### src/rtl/shift_arbiter_seq.sv
// Two-requester round-robin front end sharing one iterative shift engine.
// One bit position is shifted per clock; completion is a one-cycle done pulse tagged with the requester ID.
module shift_arbiter_seq #(
  parameter int WIDTH = 16,
  parameter int SHW   = 4
) (
  input  logic             clk,
  input  logic             rst,
  input  logic             req0,
  input  logic [1:0]       op0,
  input  logic [WIDTH-1:0] a0,
  input  logic [SHW-1:0]   shamt0,
  input  logic             req1,
  input  logic [1:0]       op1,
  input  logic [WIDTH-1:0] a1,
  input  logic [SHW-1:0]   shamt1,
  output logic             gnt0,
  output logic             gnt1,
  output logic             busy,
  output logic             done,
  output logic             done_id,
  output logic [WIDTH-1:0] result
);

  localparam logic [1:0]     OP_SLL  = 2'b00;
  localparam logic [1:0]     OP_SRL  = 2'b01;
  localparam logic [1:0]     OP_SRA  = 2'b10;
  localparam logic [1:0]     OP_ROL  = 2'b11;
  localparam logic [SHW-1:0] CNT_ONE = SHW'(1);

  typedef enum logic [1:0] {
    ST_IDLE  = 2'b00,
    ST_SHIFT = 2'b01,
    ST_DONE  = 2'b10
  } state_e;

  state_e           state_q, state_d;
  logic [WIDTH-1:0] data_q, data_d;
  logic [1:0]       op_q, op_d;
  logic [SHW-1:0]   cnt_q, cnt_d;
  logic             id_q, id_d;
  logic             last_q, last_d;
  logic [WIDTH-1:0] result_q, result_d;
  logic             done_id_q, done_id_d;
  logic             done_q, done_d;
  logic             pick0_s, pick1_s;

  // Single-bit step of the shared engine
  function automatic logic [WIDTH-1:0] shift_one(input logic [WIDTH-1:0] d, input logic [1:0] op);
    logic [WIDTH-1:0] r;
    case (op)
      OP_SLL:  r = {d[WIDTH-2:0], 1'b0};
      OP_SRL:  r = {1'b0, d[WIDTH-1:1]};
      OP_SRA:  r = {d[WIDTH-1], d[WIDTH-1:1]};
      OP_ROL:  r = {d[WIDTH-2:0], d[WIDTH-1]};
      default: r = d;
    endcase
    return r;
  endfunction

  // Round-robin pick; last_q high means requester 1 was granted last
  always_comb begin
    pick0_s = 1'b0;
    pick1_s = 1'b0;
    if (req0 && req1) begin
      pick0_s = last_q;
      pick1_s = ~last_q;
    end else begin
      pick0_s = req0;
      pick1_s = req1;
    end
  end

  // State register
  always_ff @(posedge clk or posedge rst) begin
    if (rst) begin
      state_q <= ST_IDLE;
    end else begin
      state_q <= state_d;
    end
  end

  // Next-state logic
  always_comb begin
    state_d = state_q;
    case (state_q)
      ST_IDLE: begin
        if (pick0_s || pick1_s) begin
          state_d = ST_SHIFT;
        end else begin
          state_d = ST_IDLE;
        end
      end
      ST_SHIFT: begin
        if (cnt_q == '0) begin
          state_d = ST_DONE;
        end else begin
          state_d = ST_SHIFT;
        end
      end
      ST_DONE: state_d = ST_IDLE;
      default: state_d = ST_IDLE;
    endcase
  end

  // Output decode; grants exist only while idle
  always_comb begin
    gnt0 = 1'b0;
    gnt1 = 1'b0;
    busy = 1'b1;
    case (state_q)
      ST_IDLE: begin
        gnt0 = pick0_s;
        gnt1 = pick1_s;
        busy = 1'b0;
      end
      ST_SHIFT: busy = 1'b1;
      ST_DONE:  busy = 1'b1;
      default:  busy = 1'b1;
    endcase
  end

  // Datapath next values: capture on accept, step while counting, publish on entry to DONE
  always_comb begin
    data_d    = data_q;
    op_d      = op_q;
    cnt_d     = cnt_q;
    id_d      = id_q;
    last_d    = last_q;
    result_d  = result_q;
    done_id_d = done_id_q;
    done_d    = 1'b0;
    case (state_q)
      ST_IDLE: begin
        if (pick0_s) begin
          data_d = a0;
          op_d   = op0;
          cnt_d  = shamt0;
          id_d   = 1'b0;
          last_d = 1'b0;
        end else if (pick1_s) begin
          data_d = a1;
          op_d   = op1;
          cnt_d  = shamt1;
          id_d   = 1'b1;
          last_d = 1'b1;
        end else begin
          data_d = data_q;
        end
      end
      ST_SHIFT: begin
        if (cnt_q == '0) begin
          result_d  = data_q;
          done_id_d = id_q;
          done_d    = 1'b1;
        end else begin
          data_d = shift_one(data_q, op_q);
          cnt_d  = cnt_q - CNT_ONE;
        end
      end
      ST_DONE: done_d = 1'b0;
      default: done_d = 1'b0;
    endcase
  end

  // Datapath and output registers
  always_ff @(posedge clk or posedge rst) begin
    if (rst) begin
      data_q    <= '0;
      op_q      <= 2'b00;
      cnt_q     <= '0;
      id_q      <= 1'b0;
      last_q    <= 1'b1;
      result_q  <= '0;
      done_id_q <= 1'b0;
      done_q    <= 1'b0;
    end else begin
      data_q    <= data_d;
      op_q      <= op_d;
      cnt_q     <= cnt_d;
      id_q      <= id_d;
      last_q    <= last_d;
      result_q  <= result_d;
      done_id_q <= done_id_d;
      done_q    <= done_d;
    end
  end

  assign done    = done_q;
  assign done_id = done_id_q;
  assign result  = result_q;

endmodule

### config.mk
export PLATFORM = sky130hd
export DESIGN_NAME = shift_arbiter_seq
export DESIGN_NICKNAME = d
export VERILOG_FILES = /design/src/rtl/shift_arbiter_seq.sv
export SDC_FILE = /design/constraint.sdc
export NUM_CORES = 1
export LEC_CHECK = 0
export ABC_CLOCK_PERIOD_IN_PS = 3000
export CAP_MARGIN = 0
export CORE_AREA = 2 2 98 76
export CTS_BUF_LIST = sky130_fd_sc_hd__clkbuf_8
export CTS_CLUSTER_DIAMETER = 150
export CTS_CLUSTER_SIZE = 20
export DETAILED_ROUTE_END_ITERATION = 16
export DIE_AREA = 0 0 100 78
export SLEW_MARGIN = 20
export SYNTH_ARGS = -nofsm -noshare
export SYNTH_HDL_FRONTEND = slang
export SYNTH_SLANG_ARGS = --single-unit
### constraint.sdc
create_clock -name clk -period 3 [get_ports clk]
set_clock_uncertainty 0.05 [all_clocks]
set_input_delay 0.6 -clock clk [delete_from_list [all_inputs] [get_ports clk]]
set_output_delay 0.6 -clock clk [all_outputs]
set_load 0.03 [all_outputs]
* Word level (Yosys, flattened, before mapping)
Index checks and enable logic that the tools add are counted.
** Word-level totals
- Flip-flop bits (word level) :: 44
- Input bits :: 48
- Output and inout bits :: 21
** Cells by class
- Add/subtract/negate cells :: 1
- Equality and inequality tests :: 7
- Muxes and demuxes :: 23
- Bitwise gates (word level) :: 1
- Reductions and logical operators :: 11
** Operators by type and width (number)
- one-hot mux 16 bit (4 select lines) :: 1
- 2-to-1 mux 16 bit :: 3
- one-hot mux 16 bit (2 select lines) :: 1
- 2-to-1 mux 4 bit :: 3
- 2-to-1 mux 1 bit :: 10
- one-hot mux 4 bit (2 select lines) :: 1
- 2-to-1 mux 2 bit :: 3
- equality test 2 x 1 -> 1 bit (second input constant) :: 2
- equality test 2 bit (second input constant) :: 2
- logical NOT 2 bit :: 2
- logical NOT 4 bit :: 1
- inequality test 2 bit (second input constant) :: 2
- one-hot mux 2 bit (2 select lines) :: 1
- AND reduction 2 bit :: 2
- AND reduction 4 bit :: 1
- nonzero test 2 bit :: 2
- subtractor 4 x 1 -> 4 bit (second input constant) :: 1
- inequality test 3 bit (second input constant) :: 1
- AND reduction 3 bit :: 1
- logical AND 1 bit :: 1
- logical OR 1 bit :: 1
- NOT 1 bit :: 1

* Depth between registers and ports, before layout
Gate-level depths: netlist of the first run.
- Word-level depth :: 5
- Depth in mapped cells :: 8
- Depth with buffers taken out :: 6

* Worst setup path after synthesis of the first run
No wires, ideal clock.
- Kind :: input port to output port
- From :: input req0
- To :: output gnt1
- Arrival time :: 1.487 ns
- Path slack :: 0.863 ns
- Stages :: 3
- Cells stage by stage :: buf_2 clkbuf_1 a21oi_1
** Between the ends
- Word-level cells in the longest chain between the ends :: 3
** RTL lines
- from (decl) :: line 9 : input logic req0,
- logical AND 1 bit :: line 65 : if (req0 && req1) begin
- 2-to-1 mux 1 bit :: line 65
- 2-to-1 mux 1 bit :: line 111 : case (state_q)
- to (decl) :: line 18 : output logic gnt1,
Every way passes these cells.

* Final worst setup path of the first run
- From :: input req1
- To :: output gnt0
** Between the ends
- Word-level cells in the longest chain between the ends :: 3
** RTL lines
- from (decl) :: line 13 : input logic req1,
- logical AND 1 bit :: line 65
- 2-to-1 mux 1 bit :: line 65
- 2-to-1 mux 1 bit :: line 111
- to (decl) :: line 17 : output logic gnt0,
Every way passes these cells.

==> reports/metrics.yaml, run 1 <==
detailed_routing:
  postRouteAntennaNets: 0
  vias: 2086
  firstDrtPassIters: 4
  drc_errors: 0
  wl_mm: 6.35
  initialDrtViolationCount: 131
  via_per_inst: 5.24
  wire_per_inst_um: 15.9
place:
  gp_congestion: 0.785
  place_inst: 390
  dp_hpwl_mm: 4.43
  port_buffers: 68
sta:
  fin_tns_setup_ps: 0
  period_share_pct: 84.6
  fmax_mhz: 394
  rsz0062_at_grt: "no"
  worst_pin_slew_ps: 1000
  hold_violations: 0
  period_minus_slack_ps: 2540
  setup_violations: 0
  relSlewSlack_pct: 33.3
  finalMaxSlewViolations: 0
clocking:
  ctsResizeCount: 0
  cts_tree: "done"
  root_buffer: "clkbuf_8"
  clk_pin_slew_ps: 80
  postCtsSetupBuffers: 0
  clock_tree.buffer_depth: 2
  cts_hold_buffers: 0
  clk_latency_ps: 300
  clock-sinks: 43
  htree_levels: 2
  numCtsBuffers: 5
power_and_ir_drop:
  seqPwrFrac_pct: 32.0
  leakagePower_nw: 1.33
  powerDensity_nw_per_um2: 1140
  ir_drop_mv: 0.399
  p_switching_mw: 1.59
  swShare_pct: 43.5
  p_clk_share_pct: 11.3
  p_comb_share_pct: 56.7
  internal_power_mw: 2.07
cells_and_area:
  drive_gt1_share_pct: 12.7
  fin_cells: 398
  seq_area_sq_um: 1080
  syn2layout_area_growth_pct: 37.0
  n_antenna_cell: 0
  multi_input_area_sq_um: 1130
  fill_cells: 656
  nets: 362
setup_path:
  r2r_slack_ps: 780
  cp.required_ps: 2350
  reg2regPathDepth: 4
  cp-start-kind: "input pin"
  crit_arrival_ps: 1890
  r2r-end: "result[13]"
  path_max_fanout: 7
  cp-end-kind: "output port"
  reg2reg_from: "cnt_q[0]"
  crit_type: "in2out"
synth:
  synth_edf_count: 0
  syn_area_per_cell_sq_um: 9.34
  ys_seq_elements: 43
  async_reset_ff_share_pct: 100
  ys_types: 35
  syn_nets: 299
  seq_area_frac_synth_pct: 46.1
  syn_inst: 250
  synthesis.area_sq_um: 2340
  yosys_most_used_dff: "dfrtp_1"
  yosysWarnings: 0
min_path:
  hold_path_depth: 1
  hold_path.class: "reg2reg"
  min_from: "id_q"
  hold_path_end: "id_q"
run_status:
  status: "complete, no violations"
floorplanning:
  initial_core_util_pct: 34.5
  fp.dieH_um: 78
  die_w_um: 100
  num_io_pins: 69
  dieArea_sq_um: 7800
  core_sq_um: 6770
  num_rows: 26
grt:
  grt_pass1_vias: 2004
  grt_pass1_wl_mm: 10.4
  grt_max_degree: 50
  grt_use_total_pct: 16.8
  gr-total-overflow: 0
  antenna_found_initial: 0
run:
  cap_viol_max_count: 0
per-layer routing:
metal | vias up | wire, um | GRT usage (%)
li1 | 1028 | - | -
met1 | 979 | 3010 | 24.7
met2 | 74 | 2820 | 24.7
met3 | 5 | 467 | 4.23
met4 | 0 | 47 | 4.11
met5 | - | 0 | 0
per-stage QoR:
stage / hold slack, ps / cell area [sq um] / utilization, % / total power [mW] / setup slack, ps
2_1_floorplan: 400 / 2340 / - / 2.59 / 863
3_3_place_gp: 414 / 3090 / 45.7 / 3.20 / 523
3_5_place_dp: 418 / 3100 / 45.7 / 3.25 / 446
4_1_cts: 437 / 3200 / 47.3 / 3.67 / 471
5_1_grt: 467 / 3200 / 47.3 / 3.96 / 335
6_report: 432 / 3200 / 47.3 / 3.66 / 462
power groups by stage:
| stage | logic, mW | registers (mW) | clock network, mW |
|---|---|---|---|
| after floorplan | 1.26 | 1.33 | 0 |
| after global placement | 2.03 | 1.17 | 0 |
| after detailed placement | 2.07 | 1.18 | 0 |
| after CTS | 2.08 | 1.17 | 0.424 |
| after global routing | 2.29 | 1.22 | 0.444 |
| final | 2.07 | 1.17 | 0.414 |
sequential cells by signal (all words and copies together), names as in the netlist:
name and flops:
cnt_q 4, data_q 16, done 1, done_id 1
id_q 1, last_q 1, op_q 2, result 16
state_q 1
placed cells by master (no fill, tap or decap):
master and n:
ha_1 1, o21ai_0 21, nor3_1 30, or3_1 1, mux2_4 9, or4b_1 1, a21oi_1 19, dfstp_2 1
nor2_1 6, o31ai_1 2, xor2_1 2, a211oi_1 2, xnor2_1 1, o22ai_1 2, buf_4 12, and3_1 1
nand2b_1 2, a311oi_1 1, nor4_1 1, clkinv_2 1, dfrtp_1 42, a311o_1 1, mux2i_1 5, nand2_1 36
nor4bb_1 1, clkinvlp_4 1, a21o_1 2, a31oi_1 3, nor2b_1 2, inv_1 7, clkbuf_8 7, o41ai_1 14
a2bb2oi_1 1, clkdlybuf4s50_1 66, a21boi_0 1, mux2_2 9
area by class of cell:
type,instances,share of cell area [%]
Sequential cell,43,33.7
Inverter,8,0.978
Multi-Input combinational cell,177,35.4
Clock inverter,1,0.235
Clock buffer,7,3.01
Tap cell,84,3.29
Timing Repair Buffer,78,23.5
worst max-delay path by stage:
stage,end,cells past startpoint,startpoint
3_5_place_dp,data_q[8],6,req1
6_report,gnt0,5,req1
3_3_place_gp,gnt0,5,req1
4_1_cts,gnt0,5,req1
2_1_floorplan,gnt1,3,req0
5_1_grt,gnt0,5,req1
kinds of logic after synthesis:
group,synth area share (%)
and+or+nand+nor,15.9
DFF,46.1
muxes,12.3
AOI/OAI and AO/OA,18.6
buffers and inverters,5.46
adders and majority gates,0.536
xor gates and xnor gates,1.13
cell usage after synthesis (3+ instances only):
master    instances  area (sq um)
a21oi_1          19          95.1
a31oi_1           3          18.8
buf_2             3          15.0
clkbuf_1         17          63.8
dfrtp_1          42          1050
inv_1             8          30.0
mux2_2            9           101
mux2_4            9           135
mux2i_1           5          50.1
nand2_1          36           135
nor2_1            6          22.5
nor3_1           30           150
o21ai_0          21           105
o41ai_1          14           123
critical path, cell delays in order:
cell             delay (ps)
clkdlybuf4s50_1         560
nand2b_1                160
nand2_1                 300
nor2_1                   90
buf_4                   180
Power figures use the tool's default switching activity.
==> run 2, diff against run 1 <==
--- a/config.mk
+++ b/config.mk
@@ -5,7 +5,7 @@
 export SDC_FILE = /design/constraint.sdc
 export NUM_CORES = 1
 export LEC_CHECK = 0
-export ABC_CLOCK_PERIOD_IN_PS = 3000
+export ABC_CLOCK_PERIOD_IN_PS = 2500
 export CAP_MARGIN = 0
 export CORE_AREA = 2 2 98 76
 export CTS_BUF_LIST = sky130_fd_sc_hd__clkbuf_8
==> constraint.sdc (replaced) <==
create_clock -name clk -period 2.5 [get_ports clk]
set_clock_uncertainty 0.05 [all_clocks]
set_input_delay 0.5 -clock clk [delete_from_list [all_inputs] [get_ports clk]]
set_output_delay 0.5 -clock clk [all_outputs]
set_load 0.03 [all_outputs]
==> run 2 against run 1 <==
Compared with the run above:
- largest cell class unchanged
- cell count increased by 0.75%
- via count increased by 1.9%
- clock-buffer cell count unchanged
- critical endpoint is now busy
==> reports/metrics.yaml, run 2 (synthesis results as in run 1) <==
setup_path:
  crit_type: "reg2out"
  critical_path.startpoint: "state_q[0]"
  r2r-end: "data_q[9]"
  r2r_slack_ps: 520
  cp.required_ps: 1950
  cp-start-kind: "register"
  path_max_fanout: 6
  cp-end-kind: "output port"
  reg2regPathDepth: 6
  crit_arrival_ps: 1680
  reg2reg_from: "cnt_q[0]"
power_and_ir_drop:
  p_comb_share_pct: 56.9
  powerDensity_nw_per_um2: 1360
  seqPwrFrac_pct: 32.0
  leakagePower_nw: 1.35
  p_clk_share_pct: 11.0
  ir_drop_mv: 0.504
  internal_power_mw: 2.49
  p_switching_mw: 1.89
  p_total_mw: 4.38
  swShare_pct: 43.2
clocking:
  postCtsSetupBuffers: 0
  cts_hold_buffers: 0
  cts_tree: "done"
  clock_tree.buffer_depth: 2
  numCtsBuffers: 5
  root_buffer: "clkbuf_8"
  htree_levels: 2
  clk_pin_slew_ps: 80
  ctsResizeCount: 0
  clock-sinks: 43
  clk_latency_ps: 290
run:
  cap_viol_max_count: 0
detailed_routing:
  postRouteAntennaNets: 0
  via_per_inst: 5.30
  wire_per_inst_um: 15.6
  drc_errors: 0
  initialDrtViolationCount: 161
  wl_mm: 6.24
  vias: 2126
  firstDrtPassIters: 4
sta:
  finalMaxSlewViolations: 0
  setup_violations: 0
  period_share_pct: 89.2
  fin_tns_setup_ps: 0
  relSlewSlack_pct: 51.2
  fmax_mhz: 448
  hold_violations: 0
  period_minus_slack_ps: 2230
  worst_pin_slew_ps: 728
  rsz0062_at_grt: "no"
cells_and_area:
  drive_gt1_share_pct: 12.9
  layout_commonest_cell: "clkdlybuf4s50_1"
  syn2layout_area_growth_pct: 38.2
  layout_common_cells: "66 x clkdlybuf4s50_1, 42 x dfrtp_1, 36 x nand2_1"
  nets: 365
  n_antenna_cell: 0
grt:
  gr-total-overflow: 0
  grt_use_total_pct: 16.1
  antenna_found_initial: 0
  grt_pass1_wl_mm: 10.1
  grt_pass1_vias: 1986
  grt_max_degree: 50
min_path:
  hold_path.class: "reg2reg"
  hold_path_end: "id_q"
  min_from: "id_q"
  hold_path_depth: 1
place:
  port_buffers: 68
  dp_hpwl_mm: 4.42
  gp_congestion: 0.796
floorplanning:
  fp.dieH_um: 78
  die_w_um: 100
  initial_core_util_pct: 34.5
  dieArea_sq_um: 7800
  core_sq_um: 6770
  num_rows: 26
  num_io_pins: 69
run_status:
  status: "complete, no violations"
==> run 2: critical path: stages (launching register included) <==
cell and delay, ps:
dfrtp_1 430, nor2_1 270, inv_1 100, clkdlybuf4s50_1 600
==> run 2: metal layers <==
metal	global-route usage (%)	vias to the layer above	wire length, um
met1	23.7	1028	3150
met5	0	-	0
met4	3.84	0	38
met2	24.1	63	2780
li1	-	1030	-
met3	3.51	5	280
==> run 2: worst max-delay path by stage <==
stage | to
after floorplan | gnt0
after global placement | data_q[5]
after detailed placement | data_q[9]
after CTS | busy
after global routing | busy
final | busy
==> run 2: power groups by stage <==
| stage | Sequential (mW) | Combinational [mW] | Clock [mW] |
|---|---|---|---|
| 6_report | 1.40 | 2.49 | 0.482 |
| 5_1_grt | 1.47 | 2.74 | 0.514 |
| 4_1_cts | 1.40 | 2.50 | 0.495 |
| 3_5_place_dp | 1.42 | 2.49 | 0 |
| 3_3_place_gp | 1.41 | 2.45 | 0 |
| 2_1_floorplan | 1.60 | 1.51 | 0 |
==> run 2: layout make-up <==
cell class | count | area [sq um]
Timing Repair Buffer | 81 | 786
Clock buffer | 7 | 96.3
Multi-Input combinational cell | 177 | 1130
Fill cell | 656 | 3540
Tap cell | 84 | 105
Sequential cell | 43 | 1080
Inverter | 8 | 30.0
Clock inverter | 1 | 3.75
==> run 2: metrics by stage <==
step / utilization (%) / hold WS, ps / setup WS [ps] / std cells / area [sq um]
CTS: 47.7 / 440 / 250 / 401 / 3230
detailed placement: 46.2 / 422 / 260 / 393 / 3130
finish: 47.7 / 440 / 269 / 401 / 3230
floorplan: - / 400 / 517 / 250 / 2340
global route: 47.7 / 460 / 114 / 401 / 3230
global placement: 46.2 / 415 / 295 / 393 / 3130
==> RTL edit 1, RTL diff (config.mk and constraints of run 2) <==
The 3 states of `state_e` get a one-hot encoding in 3 bits.
--- a/src/rtl/shift_arbiter_seq.sv
+++ b/src/rtl/shift_arbiter_seq.sv
@@ -28,10 +28,10 @@
   localparam logic [1:0]     OP_ROL  = 2'b11;
   localparam logic [SHW-1:0] CNT_ONE = SHW'(1);
 
-  typedef enum logic [1:0] {
-    ST_IDLE  = 2'b00,
-    ST_SHIFT = 2'b01,
-    ST_DONE  = 2'b10
+  typedef enum logic [2:0] {
+    ST_IDLE  = 3'b001,
+    ST_SHIFT = 3'b010,
+    ST_DONE  = 3'b100
   } state_e;
 
   state_e           state_q, state_d;
Formal check against the unedited RTL: same outputs for any inputs over 10 cycles, from zero or initial values and one cycle with rst high; not proved beyond that.
==> RTL edit 1 against run 2 <==
Total power decreased by 7.5%. Worst setup slack got worse by 150 ps. Design area down 1.8%. Sequential cell count increased by 1. Clock power is 10% lower. Synthesized area shrank 1.2%. Wire length decreased by 3.1%. Largest power group unchanged.
==> RTL edit 1: results (changes against run 2) <==
Parameter                              Value

Run status
  Result of the run ... complete, no violations

Place
  Global placer's final weighted congestion ... 0.801 (+0.68%)
  HPWL reported at the end of detailed placement ... 4410 um (-0.31%)
  IO Port Bufs ... 68 (unchanged)
  Worst setup timing slack at the placement stage ... 289 ps (+28.3 ps)

Pwr
  Internal power ... 2.37 mW (-4.6%)
  Leakage ... 1.36 nW (+0.73%)
  Worst supply voltage drop on vdd ... 0.337 mV (-33%)

Global route
  Global routing usage summed across all routing layers ... 0.161 (about the same)
  Number of antenna violations at the first check in global routing ... 0 (unchanged)
  Wire length of the first global-routing pass ... 9680 um (-3.8%)
  Via count of the first global-routing pass ... 1860 (-6.3%)
  Largest net degree at the start of global routing ... 45 (-10%)

Worst setup path
  CP Launch Point ... state_q[0]$_DFF_PP1_
  CP max FO ... 4 (-2)
  Worst-case register-to-register setup slack ... 610 ps (+90 ps)
  Arr. time, crit path ... 1840 ps (+160 ps)
  Crit path largest cell delay ... 600 ps (about the same)
  Reg2Reg Launch Point ... cnt_q[0]$_DFFE_PP0P_

Layout
  Final Net Count ... 344 (-5.8%)
  Fraction of layout cells with a size suffix above 1 ... 0.196 (+0.0666)
  Fill cell instance count of the final layout ... 665 (+1.4%)

Routing
  Drt first-iter violations ... 125 (-22%)
  Via density per instance ... 5.12 (-3.4%)
  Routed Wire Length ... 6050 um (-3.1%)

Clocking
  Master cell of the clock root buffer ... clkbuf_8
  PostCTS Resize Cnt ... 0 (unchanged)
  Total CTS buffers ... 5 (unchanged)
  Clock insertion delay at the later pin of the skew report ... 300 ps

Yosys
  Sequential cell area fraction in the yosys report ... 0.478 (+0.0169)
  Number of library cell types mapped by synthesis ... 40 (+14%)
  Post-Syn Nets ... 271 (-9.4%)
  Synth warn ... 0 (unchanged)
  Biggest area contributors in the synthesized netlist ... dfrtp_1, mux2_2, nand2_1
  Cell types with the highest counts after synthesis ... dfrtp_1, nand2_1, mux2_2, a31oi_1, o22ai_1

Timing
  Transition time at the pin with the least slew margin ... 568 ps (-160 ps)
  Highest Clock Rate ... 0.419 GHz (-6.5%)
[RTL edit 1: cell types whose count changed in the layout (fill, tap and decap cells not counted), moves of 4 or more]
cell / run 2 / this run
mux2_4: 9 / 0
mux2_2: 9 / 29
nor2_1: 6 / 11
nor3_1: 30 / 1
o21ai_0: 21 / 8
o22ai_1: 2 / 12
o41ai_1: 14 / 0
a21oi_1: 19 / 6
a31oi_1: 3 / 16
mux2i_1: 5 / 1
[RTL edit 1: per-layer routing]
layer  track usage  up-vias  part of all wire
met5             0        -                 0
met4        0.0479        0             0.011
met3        0.0351        8             0.077
met2         0.222       68              0.41
met1         0.250      922              0.50
li1              -      948                 -
[RTL edit 1: cell type report]
cell class | count | area share
Timing Repair Buffer | 78 | 0.237
Sequential cell | 44 | 0.348
Clock inverter | 3 | 0.00395
Clock buffer | 5 | 0.0217
Multi-Input combinational cell | 159 | 0.348
Inverter | 7 | 0.00829
Tap cell | 84 | 0.0331
[RTL edit 1: metrics by stage]
stage | cells | power, mW | hold slack, ps | cell area, sq um
after global placement | 372 | 3.58 | 439 | 3090
after CTS | 380 | 4.06 | 451 | 3170
after global routing | 380 | 4.34 | 475 | 3170
final | 380 | 4.05 | 447 | 3170
after detailed placement | 372 | 3.63 | 431 | 3090
after floorplan | 222 | 2.93 | 396 | 2310
[RTL edit 1: cell families (layout without fill, tap and decap cells)]
family,after synthesis,in the layout,share of synthesized area
mux,31,31,0.151
xor+xnor,1,1,0.00705
flops,44,44,0.478
fa+ha+maj,1,1,0.00542
compound gates,60,60,0.178
buf+inv,19,93,0.0439
simple gates,66,66,0.137
[RTL edit 1: worst reg2reg max path: cells and delay by family, from the launching register on]
family	cells	cell delay, ps
and+or+nand+nor	2	500
DFF	1	380
AOI/OAI and AO/OA	2	330
buffers and inverters	2	300
adders and majority gates	1	210
[RTL edit 1: path summary, 6_finish.rpt]
check / to / depth (start not counted)
max reg2reg: cnt_q[2]$_DFFE_PP0P_ / 7
min: id_q$_DFFE_PP0P_ / 1
max in group asynchronous: data_q[2]$_DFFE_PP0P_ / 3
max: busy / 3
min in group asynchronous: result[4]$_DFFE_PP0P_ / 3
min reg2reg: id_q$_DFFE_PP0P_ / 1
[RTL edit 1: power by group through the flow]
stage | Sequential [mW] | Combinational, mW | Clock, mW
3_3_place_gp | 1.38 | 2.20 | 0
2_1_floorplan | 1.55 | 1.38 | 0
4_1_cts | 1.37 | 2.25 | 0.442
3_5_place_dp | 1.39 | 2.24 | 0
5_1_grt | 1.43 | 2.43 | 0.473
6_report | 1.38 | 2.24 | 0.432
==> RTL edit 2, RTL diff (config.mk and constraints of run 2) <==
Without the edit above. Change the parameter `SHW` from 4 to 2.
--- a/src/rtl/shift_arbiter_seq.sv
+++ b/src/rtl/shift_arbiter_seq.sv
@@ -2,7 +2,7 @@
 // One bit position is shifted per clock; completion is a one-cycle done pulse tagged with the requester ID.
 module shift_arbiter_seq #(
   parameter int WIDTH = 16,
-  parameter int SHW   = 4
+  parameter int SHW   = 2
 ) (
   input  logic             clk,
   input  logic             rst,
Interface: changed (resized shamt0 and shamt1); port bits go from 69 to 65. No check against the original RTL was run, so the function may have changed too.
==> RTL edit 2 against run 2 <==
Total power up 3.3%. Synthesized area down 4.0%. Sequential share of layout area down 0.053 points. Worst setup slack worse by 66 ps. Synthesized cell count down 14%. Wire length down 4.6%. Die area unchanged. Design area down 4.5%. Via count down 10%. Sequential cell count down 2. Highest routed layer unchanged.
==> RTL edit 2: results (changes against run 2) <==
Parameter                              Value

Yosys
  Post-Syn Nets ... 260 (-13%)
  Cell types with the highest counts after synthesis ... dfrtp_1, nand2_1, mux2_2, mux2i_1, nand4_1
  Synth warn ... 0 (unchanged)
  Sequential cell area fraction in the yosys report ... 0.458 (-0.00328)
  Number of library cell types mapped by synthesis ... 38 (+8.6%)
  Biggest area contributors in the synthesized netlist ... dfrtp_1, mux2_2, nand2_1

Pwr
  Worst supply voltage drop on vdd ... 0.613 mV (+22%)
  Combinational power ... 2.66 mW (+7%)
  Internal power ... 2.58 mW (+3.6%)
  Part of the power in the clock network ... 0.122 (+0.012)
  Leakage ... 1.32 nW (-2.8%)

Worst setup path
  Worst-case register-to-register setup slack ... 600 ps (+80 ps)
  Crit path largest cell delay ... 480 ps (-120 ps)
  Arr. time, crit path ... 1750 ps (+70 ps)
  CP max FO ... 7 (+1)

Layout
  Fraction of layout cells with a size suffix above 1 ... 0.183 (+0.0535)
  Fill cell instance count of the final layout ... 642 (-2.1%)
  Final Net Count ... 323 (-12%)

Global route
  Via count of the first global-routing pass ... 1798 (-9.5%)
  Largest net degree at the start of global routing ... 43 (-14%)
  Wire length of the first global-routing pass ... 9490 um (-5.8%)
  Global routing usage summed across all routing layers ... 0.155 (-0.00617)

Routing
  Drt first-iter violations ... 82 (-49%)
  Routed Wire Length ... 5960 um (-4.6%)
  Via density per instance ... 5.27 (-0.60%)

Place
  HPWL reported at the end of detailed placement ... 4130 um (-6.5%)
  IO Port Bufs ... 64 (-5.9%)
  Global placer's final weighted congestion ... 0.761 (-4.4%)

Clocking
  Buffers inserted during post-CTS setup optimization ... 0 (unchanged)
  Master cell of the clock root buffer ... clkbuf_8

Run status
  Result of the run ... complete, no violations

Timing
  Relative slew margins ... 0.548 (+0.0359)
-- RTL edit 2: per-layer routing --
metal	GRT usage	part of all wire	vias to the layer above	routed length (um)
met4	0.0438	0.016	0	97
met1	0.238	0.50	922	3000
met3	0.0342	0.060	11	359
met5	0	0	-	0
met2	0.217	0.42	63	2500
li1	-	-	917	-
-- RTL edit 2: final cells by class --
| class | instances | area, sq um | area share |
|---|---|---|---|
| sequential | 41 | 1030 | 0.333 |
| tap | 84 | 105 | 0.0341 |
| multi-input combinational | 151 | 1100 | 0.357 |
| timing repair buffer | 72 | 708 | 0.230 |
| inverter | 7 | 26.3 | 0.00852 |
| clock inverter | 2 | 33.8 | 0.0110 |
| clock buffer | 6 | 82.6 | 0.0268 |
-- RTL edit 2: cell families after synthesis --
family	count (synthesis)	share of synthesized area
muxes	33	0.158
and+or+nand+nor	72	0.147
AOI/OAI and AO/OA	44	0.168
buffers and inverters	23	0.0513
DFF	41	0.458
adders and majority gates	1	0.00558
xor gates and xnor gates	1	0.0123
-- RTL edit 2: stage by stage --
step	power [mW]	instances	instance area (sq um)	hold slack, ps	setup WS (ps)
after global placement	3.93	355	2970	438	202
after detailed placement	3.97	355	2970	446	185
after global routing	4.82	363	3080	485	49.1
after floorplan	3.25	215	2240	409	496
after CTS	4.54	363	3080	465	196
final	4.52	363	3080	460	203
-- RTL edit 2: path summary, 6_finish.rpt --
check,from,endpoint,depth (start not counted)
max,req1,gnt0,5
min,result[1]$_DFFE_PP0P_,result[1]$_DFFE_PP0P_,1
max in group asynchronous,rst,last_q$_DFFE_PP1P_,3
min reg2reg,result[1]$_DFFE_PP0P_,result[1]$_DFFE_PP0P_,1
min in group asynchronous,rst,result[10]$_DFFE_PP0P_,3
max reg2reg,op_q[1]$_DFFE_PP0P_,data_q[4]$_DFFE_PP0P_,4
